File: config.mk
export PLATFORM = sky130hd
export DESIGN_NAME = i2c_master_fsm
export DESIGN_NICKNAME = d
export VERILOG_FILES = /design/src/rtl/i2c_pkg.sv /design/src/rtl/i2c_quarter_tick.sv /design/src/rtl/i2c_master_fsm.sv
export SDC_FILE = /design/constraint.sdc
export NUM_CORES = 1
export LEC_CHECK = 0
export BUFFER_PORTS_ARGS = -buffer_cell sky130_fd_sc_hd__buf_2
export CAP_MARGIN = 20
export CORE_ASPECT_RATIO = 1.1
export CORE_MARGIN = 4
export CORE_UTILIZATION = 40
export CTS_BUF_LIST = sky130_fd_sc_hd__clkbuf_2
export DETAILED_ROUTE_END_ITERATION = 10
export HOLD_SLACK_MARGIN = 0.06
export PLACE_DENSITY = 0.67
export SLEW_MARGIN = 15
export SYNTH_ARGS = -nofsm -noshare
export SYNTH_HDL_FRONTEND = slang
export SYNTH_SLANG_ARGS = --single-unit
File: constraint.sdc
create_clock -name clk -period 3.9 [get_ports clk]
set_clock_uncertainty 0.2 [all_clocks]
set_input_delay 0 -clock clk [delete_from_list [all_inputs] [get_ports clk]]
set_output_delay 0 -clock clk [all_outputs]
set_load 0.05 [all_outputs]
File: src/rtl/i2c_pkg.sv
// Shared constants for the single-master I2C controller: FSM state codes,
// quarter-bit phase codes, R/W bit values and a default slave address.
package i2c_pkg;

    // Controller states (4-bit encoding)
    localparam logic [3:0] ST_IDLE     = 4'd0;
    localparam logic [3:0] ST_START    = 4'd1;
    localparam logic [3:0] ST_ADDR     = 4'd2;
    localparam logic [3:0] ST_ADDR_ACK = 4'd3;
    localparam logic [3:0] ST_WR_DATA  = 4'd4;
    localparam logic [3:0] ST_WR_ACK   = 4'd5;
    localparam logic [3:0] ST_RD_DATA  = 4'd6;
    localparam logic [3:0] ST_RD_NACK  = 4'd7;
    localparam logic [3:0] ST_STOP     = 4'd8;

    // Quarter-bit phases: P0/P1 have SCL low, P2/P3 have SCL high
    localparam logic [1:0] PH_P0 = 2'd0;
    localparam logic [1:0] PH_P1 = 2'd1;
    localparam logic [1:0] PH_P2 = 2'd2;
    localparam logic [1:0] PH_P3 = 2'd3;

    // Value of the R/W bit in the address byte
    localparam logic I2C_RW_WRITE = 1'b0;
    localparam logic I2C_RW_READ  = 1'b1;

    // Default slave address used by benches
    localparam logic [6:0] I2C_DEFAULT_SLAVE_ADDR = 7'b1011010;

    // SCL level for an ordinary data/ack bit in a given phase
    function automatic logic phase_scl(input logic [1:0] ph);
        return ph[1];
    endfunction

endpackage

File: src/rtl/i2c_quarter_tick.sv
// Quarter-bit timebase: a CLK_DIV clock divider producing a one-cycle tick
// and a 2-bit phase counter that advances on every tick. Both counters are
// cleared when a new command is accepted so every transfer starts aligned.
module i2c_quarter_tick
    import i2c_pkg::*;
#(
    parameter int CLK_DIV = 4
) (
    input  logic       clk,
    input  logic       rst_,
    input  logic       clear,
    output logic       tick,
    output logic [1:0] phase,
    output logic [1:0] phase_next
);

    localparam int CW = $clog2(CLK_DIV);
    localparam logic [CW-1:0] DIV_LAST = CW'(CLK_DIV - 1);

    logic [CW-1:0] div_q;
    logic [CW-1:0] div_d;
    logic [1:0]    phase_q;
    logic [1:0]    phase_d;

    assign tick       = (div_q == DIV_LAST);
    assign phase      = phase_q;
    assign phase_next = phase_d;

    // Next divider/phase values; a clear overrides the free-running count
    always_comb begin
        div_d   = tick ? '0 : div_q + CW'(1);
        phase_d = tick ? phase_q + 2'd1 : phase_q;
        if (clear) begin
            div_d   = '0;
            phase_d = PH_P0;
        end
    end

    // Divider and phase registers
    always_ff @(posedge clk) begin
        if (rst_) begin
            div_q   <= '0;
            phase_q <= PH_P0;
        end else begin
            div_q   <= div_d;
            phase_q <= phase_d;
        end
    end

endmodule

File: src/rtl/i2c_master_fsm.sv
// Single-master I2C controller: one command = START, address byte, one data
// byte (write or read), ACK/NACK, STOP. SCL is generated from the system clock
// with four CLK_DIV-long phases per bit. All bus pins and status outputs are
// registered; their next values are decoded from the next state/phase so the
// pins change cleanly on a single edge.
module i2c_master_fsm
    import i2c_pkg::*;
#(
    parameter int CLK_DIV = 4
) (
    input  logic       clk,
    input  logic       rst_,
    input  logic       cmd_valid,
    output logic       cmd_ready,
    input  logic [6:0] cmd_addr,
    input  logic       cmd_rw,
    input  logic [7:0] cmd_wdata,
    input  logic       sda_in,
    output logic       scl_out,
    output logic       sda_out,
    output logic       sda_select,
    output logic [7:0] rdata,
    output logic       nack,
    output logic       done,
    output logic       busy
);

    logic [3:0] state_q, state_d;
    logic [2:0] bit_q, bit_d;
    logic [7:0] addr_byte_q, addr_byte_d;
    logic [7:0] wdata_q, wdata_d;
    logic       rw_q, rw_d;
    logic [7:0] rdata_q, rdata_d;
    logic       nack_q, nack_d;
    logic       done_q, done_d;
    logic       busy_q, busy_d;
    logic       ready_q, ready_d;
    logic       scl_q, scl_d;
    logic       sda_q, sda_d;
    logic       sel_q, sel_d;

    logic       accept;
    logic       tick;
    logic [1:0] phase;
    logic [1:0] phase_next;
    logic       bit_end;
    logic       sample;

    assign accept  = cmd_valid & ready_q;
    assign bit_end = tick & (phase == PH_P3);
    assign sample  = tick & (phase == PH_P2);

    i2c_quarter_tick #(
        .CLK_DIV(CLK_DIV)
    ) u_tick (
        .clk       (clk),
        .rst_      (rst_),
        .clear     (accept),
        .tick      (tick),
        .phase     (phase),
        .phase_next(phase_next)
    );

    // Transaction sequencing: state, bit counter, captured command, read data, ack status
    always_comb begin
        state_d     = state_q;
        bit_d       = bit_q;
        addr_byte_d = addr_byte_q;
        wdata_d     = wdata_q;
        rw_d        = rw_q;
        rdata_d     = rdata_q;
        nack_d      = nack_q;
        done_d      = 1'b0;
        case (state_q)
            ST_IDLE: begin
                if (accept) begin
                    state_d     = ST_START;
                    addr_byte_d = {cmd_addr, cmd_rw};
                    wdata_d     = cmd_wdata;
                    rw_d        = cmd_rw;
                    rdata_d     = '0;
                    nack_d      = 1'b0;
                    bit_d       = 3'd7;
                end
            end
            ST_START: begin
                if (bit_end) state_d = ST_ADDR;
            end
            ST_ADDR: begin
                // Counter wraps 0 -> 7 on the last bit, ready for the next byte
                if (bit_end) begin
                    bit_d = bit_q - 3'd1;
                    if (bit_q == 3'd0) state_d = ST_ADDR_ACK;
                end
            end
            ST_ADDR_ACK: begin
                if (sample && sda_in) nack_d = 1'b1;
                if (bit_end) begin
                    if (nack_q)                    state_d = ST_STOP;
                    else if (rw_q == I2C_RW_READ)  state_d = ST_RD_DATA;
                    else                           state_d = ST_WR_DATA;
                end
            end
            ST_WR_DATA: begin
                if (bit_end) begin
                    bit_d = bit_q - 3'd1;
                    if (bit_q == 3'd0) state_d = ST_WR_ACK;
                end
            end
            ST_WR_ACK: begin
                if (sample && sda_in) nack_d = 1'b1;
                if (bit_end) state_d = ST_STOP;
            end
            ST_RD_DATA: begin
                if (sample) rdata_d = {rdata_q[6:0], sda_in};
                if (bit_end) begin
                    bit_d = bit_q - 3'd1;
                    if (bit_q == 3'd0) state_d = ST_RD_NACK;
                end
            end
            ST_RD_NACK: begin
                if (bit_end) state_d = ST_STOP;
            end
            ST_STOP: begin
                if (bit_end) begin
                    state_d = ST_IDLE;
                    done_d  = 1'b1;
                end
            end
            default: state_d = ST_IDLE;
        endcase
    end

    // Bus pin and handshake decode from the upcoming state/phase/bit
    always_comb begin
        scl_d = 1'b1;
        sda_d = 1'b1;
        sel_d = 1'b1;
        case (state_d)
            ST_START: begin
                // SDA falls while SCL high (P1), SCL drops in P3
                scl_d = (phase_next != PH_P3);
                sda_d = (phase_next == PH_P0);
            end
            ST_ADDR: begin
                scl_d = phase_scl(phase_next);
                sda_d = addr_byte_q[bit_d];
            end
            ST_ADDR_ACK, ST_WR_ACK, ST_RD_DATA: begin
                scl_d = phase_scl(phase_next);
                sel_d = 1'b0;
            end
            ST_WR_DATA: begin
                scl_d = phase_scl(phase_next);
                sda_d = wdata_q[bit_d];
            end
            ST_RD_NACK: begin
                scl_d = phase_scl(phase_next);
            end
            ST_STOP: begin
                // SCL rises in P1, SDA rises while SCL high in P2
                scl_d = (phase_next != PH_P0);
                sda_d = (phase_next == PH_P2) || (phase_next == PH_P3);
            end
            default: begin
                scl_d = 1'b1;
                sda_d = 1'b1;
                sel_d = 1'b1;
            end
        endcase
        busy_d  = (state_d != ST_IDLE);
        ready_d = (state_d == ST_IDLE);
    end

    // State and output registers
    always_ff @(posedge clk) begin
        if (rst_) begin
            state_q     <= ST_IDLE;
            bit_q       <= 3'd7;
            addr_byte_q <= '0;
            wdata_q     <= '0;
            rw_q        <= 1'b0;
            rdata_q     <= '0;
            nack_q      <= 1'b0;
            done_q      <= 1'b0;
            busy_q      <= 1'b0;
            ready_q     <= 1'b1;
            scl_q       <= 1'b1;
            sda_q       <= 1'b1;
            sel_q       <= 1'b1;
        end else begin
            state_q     <= state_d;
            bit_q       <= bit_d;
            addr_byte_q <= addr_byte_d;
            wdata_q     <= wdata_d;
            rw_q        <= rw_d;
            rdata_q     <= rdata_d;
            nack_q      <= nack_d;
            done_q      <= done_d;
            busy_q      <= busy_d;
            ready_q     <= ready_d;
            scl_q       <= scl_d;
            sda_q       <= sda_d;
            sel_q       <= sel_d;
        end
    end

    assign cmd_ready  = ready_q;
    assign scl_out    = scl_q;
    assign sda_out    = sda_q;
    assign sda_select = sel_q;
    assign rdata      = rdata_q;
    assign nack       = nack_q;
    assign done       = done_q;
    assign busy       = busy_q;

endmodule

Word level (Yosys, flattened, before mapping). Cells that the tools add are included. W data, S select, Z words.

$add $sub $neg: 3. Shift-type cells: 0. Equality and inequality tests: 25. Reductions and logical operators: 20. Divide/modulo/power cells: 0. Bitwise operators: 4. Magnitude comparators: 1. Multiplexer cells: 33. Multipliers: 0.

Operators with widths (count): $mux W4 (12); $eq A4 B3 Y1 const B (8); $pmux W4 S8 (1); $eq A4 B2 Y1 const B (4); $mux W8 (2); $pmux W8 S2 (1); $eq A2 B2 Y1 const B (5); $reduce_or A3 Y1 (3); $eq A4 B1 Y1 const B (2); $eq A4 B4 Y1 const B (2); $logic_not A4 Y1 (2); $bmux W1 S3 (2); $mux W1 (6); $mux W2 (3); $mux W3 (2); $ne A2 B2 Y1 const B (3); $pmux W3 S2 (1); $reduce_and A3 Y1 (2); $reduce_bool A2 Y1 (3); $reduce_or A2 Y1 (3); $reduce_or A6 Y1 (1); $add A2 B1 Y2 const B (2); $lt A3 B4 Y1 const B (1); $pmux W1 S4 (1); other kinds (12) (14).

Bits in writable memories: 0. Word-level logic and storage cells: 101. Output and inout port bits: 15. Flip-flop bits (word level): 43. Memories kept: 0. Memory bits (read-only): 0. Latch bits: 0.

Depth between registers and ports, before layout. Gate-level depths: netlist (run 1).

Depth after elaboration: 7. Depth in mapped cells: 8.

By module. A second synthesis (run 1) with hierarchy kept.

Cell total of the unflattened synthesis: 253. Area total of the unflattened synthesis: 2072.0 µm².

Modules (own cells, without submodules): i2c_master_fsm (cells an instance 239, area an instance 1911.8 µm², seq. area each 760.7 µm², times used 1); i2c_quarter_tick (cells an instance 14, area an instance 160.2 µm², seq. area each 80.1 µm², times used 1).

Worst setup path before layout (run 1). Ideal clock, no wire load.

Path type: reg2reg. From: reg state_q[3]. To: reg sda_q (netlist: sda_out). Data required time: 3621 ps. Path buffers: 2. Stages on the path, launching flop included: 9. Clock period less this slack: 2377 ps. Path slack: 1523 ps. Arrival time: 2098 ps. Cell sequence: dfxtp_1 > clkbuf_4 > or2_1 > buf_2 > or3_1 > nand3_2 > mux2_1 > a311o_1 > o211ai_1.

Word-level cells in the longest chain between the ends: 6. Elaborated cells between the ends (all ways): 33. Those cells by class: eq/ne (12); mux (18); reduce/logical (3).

RTL lines: from (decl) (RTL line i2c_master_fsm.sv:28) `logic [3:0] state_q, state_d;`; from (signal assigned) (RTL line i2c_master_fsm.sv:192) `state_q <= state_d;`; $eq A4 B3 Y1 or $eq A4 B2 Y1 (tied branches) (RTL line i2c_master_fsm.sv:74) `case (state_q)`; $reduce_or A3 Y1 (no source line); $pmux W3 S2 (RTL line i2c_master_fsm.sv:74); $bmux W1 S3 (on tied branches) (RTL line i2c_master_fsm.sv:155, i2c_master_fsm.sv:147); $mux W1 (on tied branches) (RTL line i2c_master_fsm.sv:155, i2c_master_fsm.sv:147); $pmux W1 S4 * (RTL line i2c_master_fsm.sv:139) `case (state_d)`; to (signal assigned) (RTL line i2c_master_fsm.sv:189) `sda_q <= 1'b1;`; to (signal assigned) (RTL line i2c_master_fsm.sv:203) `sda_q <= sda_d;`; to (decl) (RTL line i2c_master_fsm.sv:39) `logic sda_q, sda_d;`.

Mark *: on every way between the ends. The rest lies on a longest branch, timed or not. The select of a mux whose other input is x is not followed. A chain may end at the register's enable or synchronous reset.

Worst setup path in the final report (run 1).
From: reg state_q[1]. To: reg rdata_q[0] (netlist: rdata[0]).

Word-level cells in the longest chain between the ends: 3. Elaborated cells between the ends (all ways): 7. Those cells by class: eq/ne (3); mux (1); reduce/logical (3).

RTL lines: $eq A4 B3 Y1 or $logic_not A4 Y1 (tied branches) (RTL line i2c_master_fsm.sv:74); $ne A2 B2 Y1 (no source line) or $reduce_bool A2 Y1 (tied branches); $reduce_and A3 Y1 (no source line); to (signal assigned) (RTL line i2c_master_fsm.sv:197) `rdata_q <= rdata_d;`; to (decl) (RTL line i2c_master_fsm.sv:33) `logic [7:0] rdata_q, rdata_d;`.

Several ways; a longest one is shown, not always the timed one.

==> metrics.txt, run 1 <==
status=completed; critical path required time=between 4 and 5 ns; Diodes inserted=0; Filler cells=481; Area contributors post-synth=dfxtp_1, nand2_1, a21oi_1; Die Ht=83.4 um; Die W=about 77 um; H-tree depth=2; pre-CTS setup slack=1.04 ns; Max Cap Viol=0; worst-margin pin slew=0.812 ns; number of port buffers=34; post-detailed-routing wire length=5.03 mm; Final Power=0.856 mW; Synth area leader=dfxtp_1; Max Freq=0.330 GHz; total grt overflow=0; post-route setup slack=between 0.8 and 0.9 ns; Slowest-stage cell, CP=and2_1; DR WL/cell=13.2 um; register area share after synthesis=0.407; Leak=1.11 nW; Iteration-0 DRC Markers=142; root buffer cell=clkbuf_2; vias in the first global route=around 2.0k; Clk pin slew, worst setup/hold paths=0.21 ns; post-route ant nets=0; Die Area=0.00638 mm2; CP peak stage delay=0.72 ns; IR drop worst, VDD=178 uV; pwr/cell area=319 mW/mm2; NumNets Final=348; crit-path max FO=23; Main synth FF type=dfxtp_1; Slew headroom=0.459; vias=2017; fin crit share=0.778; # Post-CTS Setup Buffers=0; Num CTS Buffers=5; Cell Area, Synth=between 0.002 and 0.0025 mm2; Worst Path Arrival=roughly 3.2 ns; Synth cell types=53; Synth Register Bits=between 40 and 50; layout cells sized above 1=0.157; Sink Count=42; Hold WS=0.248 ns; setup TNS after final layout=0 ns; first-pass GRT wire length=9.00 mm; fin crit period=3.03 ns; final hold viol count=0; Placeable Area=0.00500 mm2; Area Overhead vs Synth=30.2%; CP endpoint kind=flip-flop; asr flop ratio synth=0; Ys Warns=0; WS Path Type=flip-flop to flip-flop; syn_area_per_cell=8.00 um2; Final Max Tran Viols=0; vias per cell=5.28; Cells after Synth=258; worst-skew pair later-pin latency=0.39 ns; type of origin of the critical path=flip-flop; antenna violations before repair=0; routability-driven placement congestion ratio=0.952; Synthesized Nets=283; setup violators final=0; worst path cell trace=nor4_2, and2_1, a21oi_1, nand2_1, a21oi_1, dlygate4sd3_1; Max clock buf depth=2; Layout Utilization=0.538; GRT Overall Usage=0.168; drt pass-1 iters=4; Yosys top cell area share=0.407; DRC Markers=0; Rows=27; io pins=35; HP Class=flip-flop to flip-flop; largest net degree at the start of global routing=41; Initial Util=0.413; RSZ-0062 raised after global routing=false; EDFF count, synth=0; TritonCTS clock tree=done; Crit path top cell by count=a21oi_1; HPWL after DPL=about 3.4 mm
## worst paths after layout
check | from | endpoint | slack [ns] | depth (start not counted)
max | state_q[1] | rdata[0] | 0.87 | 6
min | u_tick.div_q[0] | u_tick.div_q[0] | 0.25 | 1
max reg2reg | state_q[1] | rdata[0] | 0.87 | 6
min reg2reg | u_tick.div_q[0] | u_tick.div_q[0] | 0.25 | 1
## kinds of logic after synthesis
group | count (synthesis) | share of synthesized area
mux | 2 | 0.0109
buf+inv | 19 | 0.0394
fa+ha+maj | 5 | 0.0303
compound gates | 63 | 0.205
simple gates | 123 | 0.290
flops | 42 | 0.407
xor+xnor | 4 | 0.0170
## cell usage in the layout, fill, tap and decap left out, types with 3 or more instances in the layout
cell type,netlist,final
clkbuf_2,0,5
ha_1,5,5
o21ai_0,3,3
a21o_1,4,4
nand2_1,53,53
dlygate4sd3_1,0,37
buf_2,5,34
nand3_1,19,19
nand2b_1,4,4
nor2_1,15,15
inv_1,5,5
nor3_1,6,6
a21oi_1,34,34
dfxtp_1,42,42
and2_1,5,5
## cells in the mapped netlist (2+ instances only)
| library cell | count |
|---|---|
| xor2_1 | 2 |
| or3_1 | 2 |
| dfxtp_1 | 42 |
| o31ai_1 | 2 |
| nor3_1 | 6 |
| o21ai_0 | 3 |
| nor4b_1 | 2 |
| a21o_1 | 4 |
| nand4_1 | 2 |
| nand3_1 | 19 |
| nor3b_1 | 2 |
| nand2b_1 | 4 |
| inv_1 | 5 |
| nand4b_1 | 2 |
| a21oi_1 | 34 |
| o21ai_1 | 2 |
| nor2b_1 | 2 |
| ha_1 | 5 |
| and2_1 | 5 |
| nor2_1 | 15 |
| buf_2 | 5 |
| clkbuf_1 | 8 |
| xnor2_1 | 2 |
| nand2_1 | 53 |
| or4b_1 | 2 |
## repair_timing
action | 4_1_cts | 5_1_grt
endpoints found under the hold margin | 37 | 0
hold buffers | 37 | 0
gates resized for setup | 0 | 0
## where the power goes
group | internal (mW) | switching (mW)
clock | 0.106 | 0.140
sequential | 0.449 | 0.0109
combinational | 0.0651 | 0.0844
## flip-flops by register name (all words and copies together), names as in the netlist, 2 cells and up
signal	flops
addr_byte_q	8
rdata	8
wdata_q	8
state_q	4
bit_q	3
u_tick.div_q	2
u_tick.phase	2
## final cells by class
type | instances | area (um2) | share of cell area
inverter | 5 | 18.8 | 0.00698
clock buffer | 5 | 25.0 | 0.00931
tap | 58 | 72.6 | 0.0270
timing repair buffer | 72 | 548 | 0.204
multi-input combinational | 197 | 1140 | 0.425
sequential | 42 | 841 | 0.313
clock inverter | 3 | 40.0 | 0.0149
## worst max-delay path: cells and delay by family (launching register included)
kind,cells,cell delay (ns)
AO/OA/AOI/OAI,2,0.40
buffers and inverters,1,0.59
AND/OR/NAND/NOR,3,1.28
flip-flops,1,0.48
## stage by stage
step | std cells | instance area (um2)
floorplan | 258 | 2060
global placement | 337 | 2250
detailed placement | 337 | 2250
CTS | 382 | 2690
global route | 382 | 2690
finish | 382 | 2690
## metal layers
layer,share of wire,routed length (um),global-route usage
met1,0.46,2340,0.221
met2,0.48,2420,0.279
met3,0.043,215,0.0304
met4,0.012,62,0.0511
met5,0,0,0
Power figures use the tool's default switching activity.
==> run 2: changes to the inputs <==
- clock period: 3.9 -> 2.8 ns (I/O delays scaled with it)
==> run 2 against run 1 <==
Effect of this change: worst hold slack better by 0.0062 ns; clock power is 7% higher; flip-flop and latch count unchanged; wire length hardly changed; register-to-register slack worse by 0.70 ns; clock-buffer cell count unchanged; worst setup slack lost 0.70 ns; critical path depth is 1 higher; first-iteration DRC count down 4.9%; via count grew 1.9%; cell count increased by 1.6%; sequential power rose by 40%.
==> metrics.txt, run 2 (synthesis results as in run 1) <==
vias in the first global route=1921 (-1.9%); number of port buffers=34 (unchanged); NumNets Final=354 (+1.7%); Worst R2R End=sda_out; Worst setup startpoint=u_tick.div_q[0]; IR drop worst, VDD=203 uV (+15%); vias=2055 (+1.9%); HP Class=flip-flop to flip-flop; Worst R2R Path Depth=7 (+1); root buffer cell=clkbuf_2; Largest delay share family, worst path=compound AO/OA/AOI/OAI gates; antenna violations before repair=0 (unchanged); critical path required time=2.92 ns (-1.09 ns); Die W=76.5 um (unchanged); # Post-CTS Setup Buffers=0 (unchanged); DRC Markers=0 (unchanged); crit-path max FO=12 (-48%); origin of the critical flop-to-flop path=u_tick.div_q[0]; routability-driven placement congestion ratio=0.923 (-3.1%); Max Freq=0.379 GHz (+15%); GRT Overall Usage=0.164 (-0.00371); WS Path Type=flip-flop to flip-flop; pwr/cell area=413 mW/mm2 (+30%); Rows=27 (unchanged); Leak=1.12 nW (+1.3%); Slew headroom=0.537 (+0.0777); first-pass GRT wire length=8.80 mm (-2.1%); drt pass-1 iters=4 (unchanged); Max Cap Viol=0 (unchanged); TritonCTS clock tree=done; type of origin of the critical path=flip-flop; io pins=35 (unchanged); layout cells sized above 1=0.173 (+0.0153); Diodes inserted=0 (unchanged); fin crit share=0.941 (+0.164); largest net degree at the start of global routing=41 (unchanged); met2 wire len=2.43 mm (+0.21%); setup violators final=0 (unchanged); Area Overhead vs Synth=31.6%; Final Max Tran Viols=0 (unchanged); post-route ant nets=0 (unchanged); sum of buffers and inverters on the critical path=0 (-1); RSZ-0062 raised after global routing=false; most common cell after layout, fill and taps aside=nand2_1; Worst Path Arrival=2.76 ns (-0.39 ns); Post-Layout Cell Count=388 (+1.6%); final hold viol count=0 (unchanged); post-detailed-routing wire length=5.04 mm (about the same); HPWL after DPL=3.38 mm (-0.17%); status=completed; most frequent cells in the layout=nand2_1, dfxtp_1, dlygate4sd3_1; DR WL/cell=13.0 um (-1.4%); Filler cells=475 (-1.2%); met3 wire length=197 um (-8.4%); Iteration-0 DRC Markers=135 (-4.9%); worst-margin pin slew=0.695 ns (-0.117 ns); worst-skew pair later-pin latency=0.42 ns (+0.03 ns); CP peak stage delay=0.42 ns (-0.30 ns); Max clock buf depth=2 (unchanged); Slowest-stage cell, CP=or3_1; CP endpoint kind=flip-flop; Num CTS Buffers=5 (unchanged); H-tree depth=2 (unchanged); fin crit period=2.64 ns (-0.397 ns); Die Ht=83.4 um (unchanged); Placeable Area=0.00500 mm2 (unchanged); Die Area=0.00638 mm2 (unchanged); Sink Count=42 (unchanged); Clk pin slew, worst setup/hold paths=0.24 ns (+0.03 ns); total grt overflow=0 (unchanged); Worst setup endpoint=sda_out; Initial Util=0.413 (unchanged); placed cells=343 (+1.8%); Final Power=1.12 mW (+31%); Layout Utilization=0.543 (+0.00576); top sig layer=met4; number of cells on the critical path=7 (+1); worst path cell trace=ha_1, o211ai_2, or3_1, nand3_2, mux2_1, a311o_1, o211ai_1; setup TNS after final layout=0 ns (unchanged); r2r setup slk=0.16 ns (-0.70 ns); M1 wire length=2.34 mm (about the same); vias per cell=5.30 (+0.31%)
==> run 2: worst min-delay path by stage <==
stage          cells past startpoint       startpoint  slack (ns)         endpoint
3_5_place_dp                       3      cmd_addr[6]        0.04   addr_byte_q[7]
6_report                           1  u_tick.div_q[0]        0.25  u_tick.div_q[0]
4_1_cts                            1  u_tick.div_q[0]        0.25  u_tick.div_q[0]
5_1_grt                            1  u_tick.div_q[0]        0.27  u_tick.div_q[0]
2_1_floorplan                      1             rst_       -0.11             busy
3_3_place_gp                       3     cmd_wdata[6]        0.04       wdata_q[6]
==> run 2: metal layers <==
layer | GRT usage | up-vias
met5 | 0 | -
met4 | 0.0527 | 0
met3 | 0.0315 | 10
met2 | 0.279 | 46
met1 | 0.209 | 949
li1 | - | 1050
==> run 2: worst reg2reg max path, stage by stage, from the launching register on <==
cell	delay, ns
dfxtp_1	0.39
ha_1	0.41
o211ai_2	0.16
or3_1	0.42
nand3_2	0.17
mux2_1	0.35
a311o_1	0.31
o211ai_1	0.14
==> run 2: stage by stage <==
step | cell area, um2 | setup WS [ns] | hold slack, ns
after detailed placement | 2300 | 0.280 | 0.0440
final | 2720 | 0.164 | 0.254
after floorplan | 2060 | 0.423 | -0.105
after global placement | 2300 | 0.340 | 0.0414
after CTS | 2710 | 0.0382 | 0.254
after global routing | 2720 | 0.0113 | 0.266
==> run 2: timing repair <==
item,in CTS,in global routing
endpoints found under the hold margin,37,0
setup endpoints to repair,0,1
hold buffers,37,0
gates resized for setup,0,1
==> run 2: cell type report <==
type / count / area (um2) / share of cell area
Multi-Input combinational cell: 197 / 1150 / 0.422
Inverter: 5 / 18.8 / 0.00691
Tap cell: 58 / 72.6 / 0.0267
Timing Repair Buffer: 78 / 593 / 0.218
Clock inverter: 3 / 20.0 / 0.00737
Sequential cell: 42 / 841 / 0.310
Clock buffer: 5 / 25.0 / 0.00921
==> run 2: power by group <==
group          total [mW]  switching, mW  internal, mW
combinational       0.217          0.119        0.0977
sequential          0.643         0.0170         0.626
clock               0.262          0.200        0.0616
